[config.mk]
export PLATFORM = sky130hd
export DESIGN_NAME = i2c_target
export DESIGN_NICKNAME = d
export VERILOG_FILES = /design/src/rtl/i2c_pkg.sv /design/src/rtl/i2c_sync_edge.sv /design/src/rtl/i2c_target.sv
export SDC_FILE = /design/constraint.sdc
export NUM_CORES = 1
export LEC_CHECK = 0
export BUFFER_PORTS_ARGS = -buffer_cell sky130_fd_sc_hd__buf_2
export CORE_UTILIZATION = 59
export CTS_BUF_LIST = sky130_fd_sc_hd__clkbuf_4 sky130_fd_sc_hd__clkbuf_8
export DETAILED_ROUTE_END_ITERATION = 8
export PLACE_DENSITY_LB_ADDON = 0.3
export SYNTH_ARGS = -nofsm -noshare
export SYNTH_HDL_FRONTEND = slang
export SYNTH_SLANG_ARGS = --single-unit
[constraint.sdc]
create_clock -name clk -period 2.25 [get_ports clk]
set_clock_uncertainty 0.15 [all_clocks]
set_input_delay 0.675 -clock clk [delete_from_list [all_inputs] [get_ports clk]]
set_output_delay 0.675 -clock clk [all_outputs]
set_load 0.01 [all_outputs]
[src/rtl/i2c_pkg.sv]
// rtl/i2c_pkg.sv - shared I2C state encoding and default bus address
package i2c_pkg;

  typedef enum logic [2:0] {
    ST_IDLE,
    ST_ADDR,
    ST_ADDR_ACK,
    ST_RX,
    ST_RX_ACK,
    ST_TX,
    ST_TX_ACK
  } i2c_state_t;

  localparam logic [6:0] I2C_DEFAULT_ADDR = 7'h54;

endpackage

[src/rtl/i2c_sync_edge.sv]
// rtl/i2c_sync_edge.sv - synchronizer plus rise/fall detect for one I2C line
module i2c_sync_edge #(
  parameter int STAGES = 2
) (
  input  logic clk,
  input  logic rst,
  input  logic line,
  output logic level,
  output logic rise,
  output logic fall
);

  logic [STAGES-1:0] sync_q;
  logic              prev_q;

  // Reset to 1 so an idle pulled-up bus never looks like an edge.
  always_ff @(posedge clk) begin
    if (rst) begin
      sync_q <= '1;
      prev_q <= 1'b1;
    end else begin
      sync_q <= {sync_q[STAGES-2:0], line};
      prev_q <= sync_q[STAGES-1];
    end
  end

  assign level = sync_q[STAGES-1];
  assign rise  = level & ~prev_q;
  assign fall  = ~level & prev_q;

endmodule

[src/rtl/i2c_target.sv]
// rtl/i2c_target.sv - I2C target: address match, byte receive with ACK, byte transmit
module i2c_target
  import i2c_pkg::*;
#(
  parameter logic [6:0] TARGET_ADDR = I2C_DEFAULT_ADDR,
  parameter int         SYNC_STAGES = 2
) (
  input  logic       clk,
  input  logic       rst,
  input  logic       scl_in,
  input  logic       sda_in,
  output logic       sda_oe,
  output logic [7:0] rx_data,
  output logic       rx_valid,
  input  logic [7:0] tx_data,
  output logic       tx_load,
  output logic       rw,
  output logic       busy
);

  logic scl_lvl, scl_rise, scl_fall;
  logic sda_lvl, sda_rise, sda_fall;
  logic start_det, stop_det;

  i2c_sync_edge #(.STAGES(SYNC_STAGES)) u_scl (
    .clk(clk), .rst(rst), .line(scl_in), .level(scl_lvl), .rise(scl_rise), .fall(scl_fall)
  );
  i2c_sync_edge #(.STAGES(SYNC_STAGES)) u_sda (
    .clk(clk), .rst(rst), .line(sda_in), .level(sda_lvl), .rise(sda_rise), .fall(sda_fall)
  );

  assign start_det = sda_fall & scl_lvl;
  assign stop_det  = sda_rise & scl_lvl;

  i2c_state_t state_q, state_d;
  logic [2:0] bit_cnt_q, bit_cnt_d;
  logic [7:0] shift_q, shift_d;
  logic [7:0] tx_shift_q, tx_shift_d;
  logic [7:0] rx_data_q, rx_data_d;
  logic       done_q, done_d;
  logic       sda_oe_q, sda_oe_d;
  logic       rx_valid_q, rx_valid_d;
  logic       rw_q, rw_d;
  logic       busy_q, busy_d;
  logic       take;

  always_ff @(posedge clk) begin
    if (rst) begin
      state_q    <= ST_IDLE;
      bit_cnt_q  <= 3'd0;
      shift_q    <= 8'h00;
      tx_shift_q <= 8'h00;
      rx_data_q  <= 8'h00;
      done_q     <= 1'b0;
      sda_oe_q   <= 1'b0;
      rx_valid_q <= 1'b0;
      rw_q       <= 1'b0;
      busy_q     <= 1'b0;
    end else begin
      state_q    <= state_d;
      bit_cnt_q  <= bit_cnt_d;
      shift_q    <= shift_d;
      tx_shift_q <= tx_shift_d;
      rx_data_q  <= rx_data_d;
      done_q     <= done_d;
      sda_oe_q   <= sda_oe_d;
      rx_valid_q <= rx_valid_d;
      rw_q       <= rw_d;
      busy_q     <= busy_d;
    end
  end

  // done_q marks "8 bits sampled, waiting for the SCL fall that starts the ACK slot".
  always_comb begin
    state_d    = state_q;
    bit_cnt_d  = bit_cnt_q;
    shift_d    = shift_q;
    tx_shift_d = tx_shift_q;
    rx_data_d  = rx_data_q;
    done_d     = done_q;
    sda_oe_d   = sda_oe_q;
    rx_valid_d = 1'b0;
    rw_d       = rw_q;
    busy_d     = busy_q;
    take       = 1'b0;
    if (stop_det) begin
      state_d  = ST_IDLE;
      sda_oe_d = 1'b0;
      busy_d   = 1'b0;
    end else if (start_det) begin
      state_d   = ST_ADDR;
      sda_oe_d  = 1'b0;
      busy_d    = 1'b1;
      bit_cnt_d = 3'd0;
      done_d    = 1'b0;
    end else begin
      unique case (state_q)
        ST_ADDR, ST_RX: begin
          if (scl_rise && !done_q) begin
            shift_d   = {shift_q[6:0], sda_lvl};
            bit_cnt_d = bit_cnt_q + 3'd1;
            if (bit_cnt_q == 3'd7) begin
              done_d = 1'b1;
              if (state_q == ST_ADDR) begin
                rw_d = sda_lvl;
              end else begin
                rx_data_d  = {shift_q[6:0], sda_lvl};
                rx_valid_d = 1'b1;
              end
            end
          end else if (scl_fall && done_q) begin
            done_d = 1'b0;
            if (state_q == ST_RX) begin
              sda_oe_d = 1'b1;
              state_d  = ST_RX_ACK;
            end else if (shift_q[7:1] == TARGET_ADDR) begin
              sda_oe_d = 1'b1;
              state_d  = ST_ADDR_ACK;
            end else begin
              state_d = ST_IDLE;
            end
          end
        end
        ST_ADDR_ACK: begin
          if (scl_fall) begin
            sda_oe_d  = 1'b0;
            bit_cnt_d = 3'd0;
            if (rw_q) take = 1'b1;
            else      state_d = ST_RX;
          end
        end
        ST_RX_ACK: begin
          if (scl_fall) begin
            sda_oe_d  = 1'b0;
            bit_cnt_d = 3'd0;
            state_d   = ST_RX;
          end
        end
        ST_TX: begin
          if (scl_fall) begin
            if (bit_cnt_q == 3'd7) begin
              sda_oe_d = 1'b0;
              state_d  = ST_TX_ACK;
            end else begin
              bit_cnt_d  = bit_cnt_q + 3'd1;
              tx_shift_d = tx_shift_q << 1;
              sda_oe_d   = ~tx_shift_q[6];
            end
          end
        end
        ST_TX_ACK: begin
          if (scl_rise && !done_q) begin
            if (sda_lvl) state_d = ST_IDLE;
            else         done_d  = 1'b1;
          end else if (scl_fall && done_q) begin
            done_d = 1'b0;
            take   = 1'b1;
          end
        end
        default: ;
      endcase
      // Loading a transmit byte also drives its MSB in the same cycle.
      if (take) begin
        state_d    = ST_TX;
        bit_cnt_d  = 3'd0;
        tx_shift_d = tx_data;
        sda_oe_d   = ~tx_data[7];
      end
    end
  end

  always_comb begin
    sda_oe   = sda_oe_q;
    rx_data  = rx_data_q;
    rx_valid = rx_valid_q;
    tx_load  = take;
    rw       = rw_q;
    busy     = busy_q;
  end

endmodule

==> results.txt <==
Beginning of the worst hold path = u_sda.sync_q[0]$_SDFF_PP1_
Max_cap viols = 0
Internal power = 0.000903 W
Total Wirelength = 4230 µm
Wirelength per Cell = 14.3 µm
Number of global-route vias before repair = 1508
# setup viols final = 0
VDD IR max = 392 µV
Fin. Hold Viols = 0
GRT met3 Usage = 7.79%
Std cell rows = 20
Worst-margin pin slew = 430 ps
CP Max Fanout = 16
Core Region = 0.00313 mm²
CTS sink count = 40
Gate power share = 6.3%
Commonest non-fill, non-tap cell in the layout = dfxtp_1
Number of synthesized flops with an enable pin = 0
Mapped Cells = 227
Net Sw Power = 0.000300 W
Grt peak-use layer = met2
Worst setup startpoint = u_scl.sync_q[1]$_SDFF_PP1_
TNS Setup = 0 ps
# port buffers = 24
First-pass GRT wire length = 6710 µm
Most frequent cells in the layout = dfxtp_1 (37), nor2_1 (31), buf_2 (24)
CTS clk-pin slew, worst paths = 120 ps
Fin crit share = 96.7%
Routing usage on met2 = 39.9%
Post-DR vias/cell = 5.67
Flop pwr share = 60.6%
Outcome = finished clean
Worst-path cell chain = buf_6 -> nand4bb_4 -> nor2_2 -> buf_2
Clock latency on the worst-skew pair = 370 ps
Routability cong. = 0.856
Dpl cells = 288
GRT overflow = 0
Initial antenna violation count = 0
Distinct cell type count after synthesis = 42
CP startpoint kind = register
Post-route setup slack = 75.3 ps
Mean post-synth cell area = 8.77 µm²
CTS tree = built
GR Util met1 = 32.4%
Post-CTS Setup Inserts = 0
Nets = 265
Die Span Y = 60.1 µm
Cell area after synthesis = 0.00199 mm²
Pwr/cell area = 535 mW/mm²
TritonCTS Buffers = 5
Crit-path slowest cell = dfxtp_1
Share of layout cells above drive strength 1 = 21.8%
CTS root buf = clkbuf_4
Crit path DAT = 1350 ps
Crit path capture type = primary output
Die width = 60.1 µm
DP Wirelength = 2880 µm
# diodes = 0
Critical path type = register to primary output
Static Leak = 0.895 nW
Die area = 0.00361 mm²
GRT Overall Usage = 25.6%
Vias = 1678
Layout area overhead = 12.9%
Post-layout min period = 2170 ps
Reg-to-reg critical path startpoint = bit_cnt_q[0]$_SDFFE_PP0P_
Hold Path Class = register to register
Async S/R FF share, synth = 0%
Count of state elements after synthesis = 40
Required time of the worst setup path = 1420 ps
Rel. slew slack = 71.2%
Synth warn = 0
Fmax = 460 MHz
H-tree depth = 2
Worst slack, placed = 264 ps
First-pass DRT Iterations = 4
Post-Synthesis Net Count = 241
Crit-path max cell delay = 350 ps
Remaining antenna violation count after routing = 0
Post-route insts no fill = 296
Drt drc = 0
Slew Viols, Final = 0
Largest net degree at the start of global routing = 26
Sw Ratio = 25.0%
Main synth FF type = dfxtp_1
Seq/Total Area, Yosys = 40.2%
DR iter-0 viols = 137
Clk pwr share = 33.1%
# IOs = 25
Max clock buf depth = 2
Starting Density = 63.7%
==> Yosys cell counts, types with 2 or more instances <==
library cell	n	share of area, %
a211o_1	3	1.3
a211oi_1	10	3.8
a21oi_1	18	4.5
and2_1	2	0.63
and3b_1	2	0.88
buf_2	6	1.5
buf_6	2	1.1
clkbuf_1	9	1.7
dfxtp_1	40	40
ha_1	2	1.3
inv_1	4	0.75
mux2i_1	23	12
nand2_1	6	1.1
nand2b_1	5	1.6
nand3_1	2	0.50
nand3b_1	3	1.1
nand4_1	2	0.63
nand4b_1	2	0.88
nand4bb_1	3	1.7
nor2_1	32	6.0
nor2b_1	5	1.6
nor3_1	4	1.0
nor3b_1	3	1.1
o21a_1	2	0.75
o21ai_0	9	2.3
o21ai_1	7	1.8
or2_2	6	1.9
==> power by group through the flow <==
stage               registers (W)  clock network, W  logic [W]
floorplan                0.000738                 0  0.0000539
global placement         0.000743                 0  0.0000724
detailed placement       0.000743                 0  0.0000734
CTS                      0.000728          0.000403  0.0000746
global route             0.000731          0.000433  0.0000835
finish                   0.000729          0.000398  0.0000764
==> stage by stage <==
step                power, W  hold slack, ps  instance area (µm²)  utilization [%]
CTS                  0.00121             276                 2220             71.1
global placement    0.000815             246                 2160             68.9
detailed placement  0.000817             246                 2160             68.9
global route         0.00125             300                 2250             71.9
finish               0.00120             273                 2250             71.9
floorplan           0.000792             239                 1990                -
==> cells by family (layout without fill, tap and decap cells) <==
family | count (synthesis) | count (layout) | synth area share, %
mux | 24 | 24 | 12.1
xor+xnor | 1 | 1 | 0.440
buf+inv | 21 | 46 | 5.09
compound gates | 57 | 57 | 17.8
fa+ha+maj | 3 | 3 | 1.76
flops | 40 | 40 | 40.2
simple gates | 81 | 81 | 22.6
==> flip-flops by register name, summed over array words and instances, names as in the netlist <==
register,cells
bit_cnt_q,3
rx_data,8
done_q,1
sda_oe,1
busy,1
rx_valid,1
u_sda.sync_q,2
shift_q,8
tx_shift_q,7
u_scl.prev_q,1
u_sda.prev_q,1
state_q,3
rw,1
u_scl.sync_q,2
==> cell type report <==
cell class	instances	area [µm²]
well taps	44	55.1
multi-input cells	166	1110
clock inverters	2	15.0
fillers	250	880
inverters	4	15.0
clock buffers	6	51.3
repair buffers	34	199
flip-flops and latches	40	805
==> repair_timing <==
item,CTS,global route
endpoints found under the setup margin,1,1
pin swaps,0,1
hold buffers,0,0
gates resized for setup,1,5
cloned,0,0
==> worst max-delay path: cells and delay by family (launching register included) <==
kind	cells	cell delay [ps]
DFF	1	350
and+or+nand+nor	2	350
buffers and inverters	2	290
==> routing by layer <==
metal	wire length, µm	up-vias
li1	-	860
met1	1970	764
met2	1970	46
met3	218	8
met5	0	-
met4	74	0
==> worst paths after layout <==
kind | end | slack, ps | depth (start not counted)
min | u_sda.sync_q[1]$_SDFF_PP1_ | 270 | 1
min reg2reg | u_sda.sync_q[1]$_SDFF_PP1_ | 270 | 1
max | tx_load | 80 | 4
max reg2reg | rx_data[2]$_SDFFE_PP0P_ | 280 | 8
Note: power is estimated with default switching activity, not from simulation.
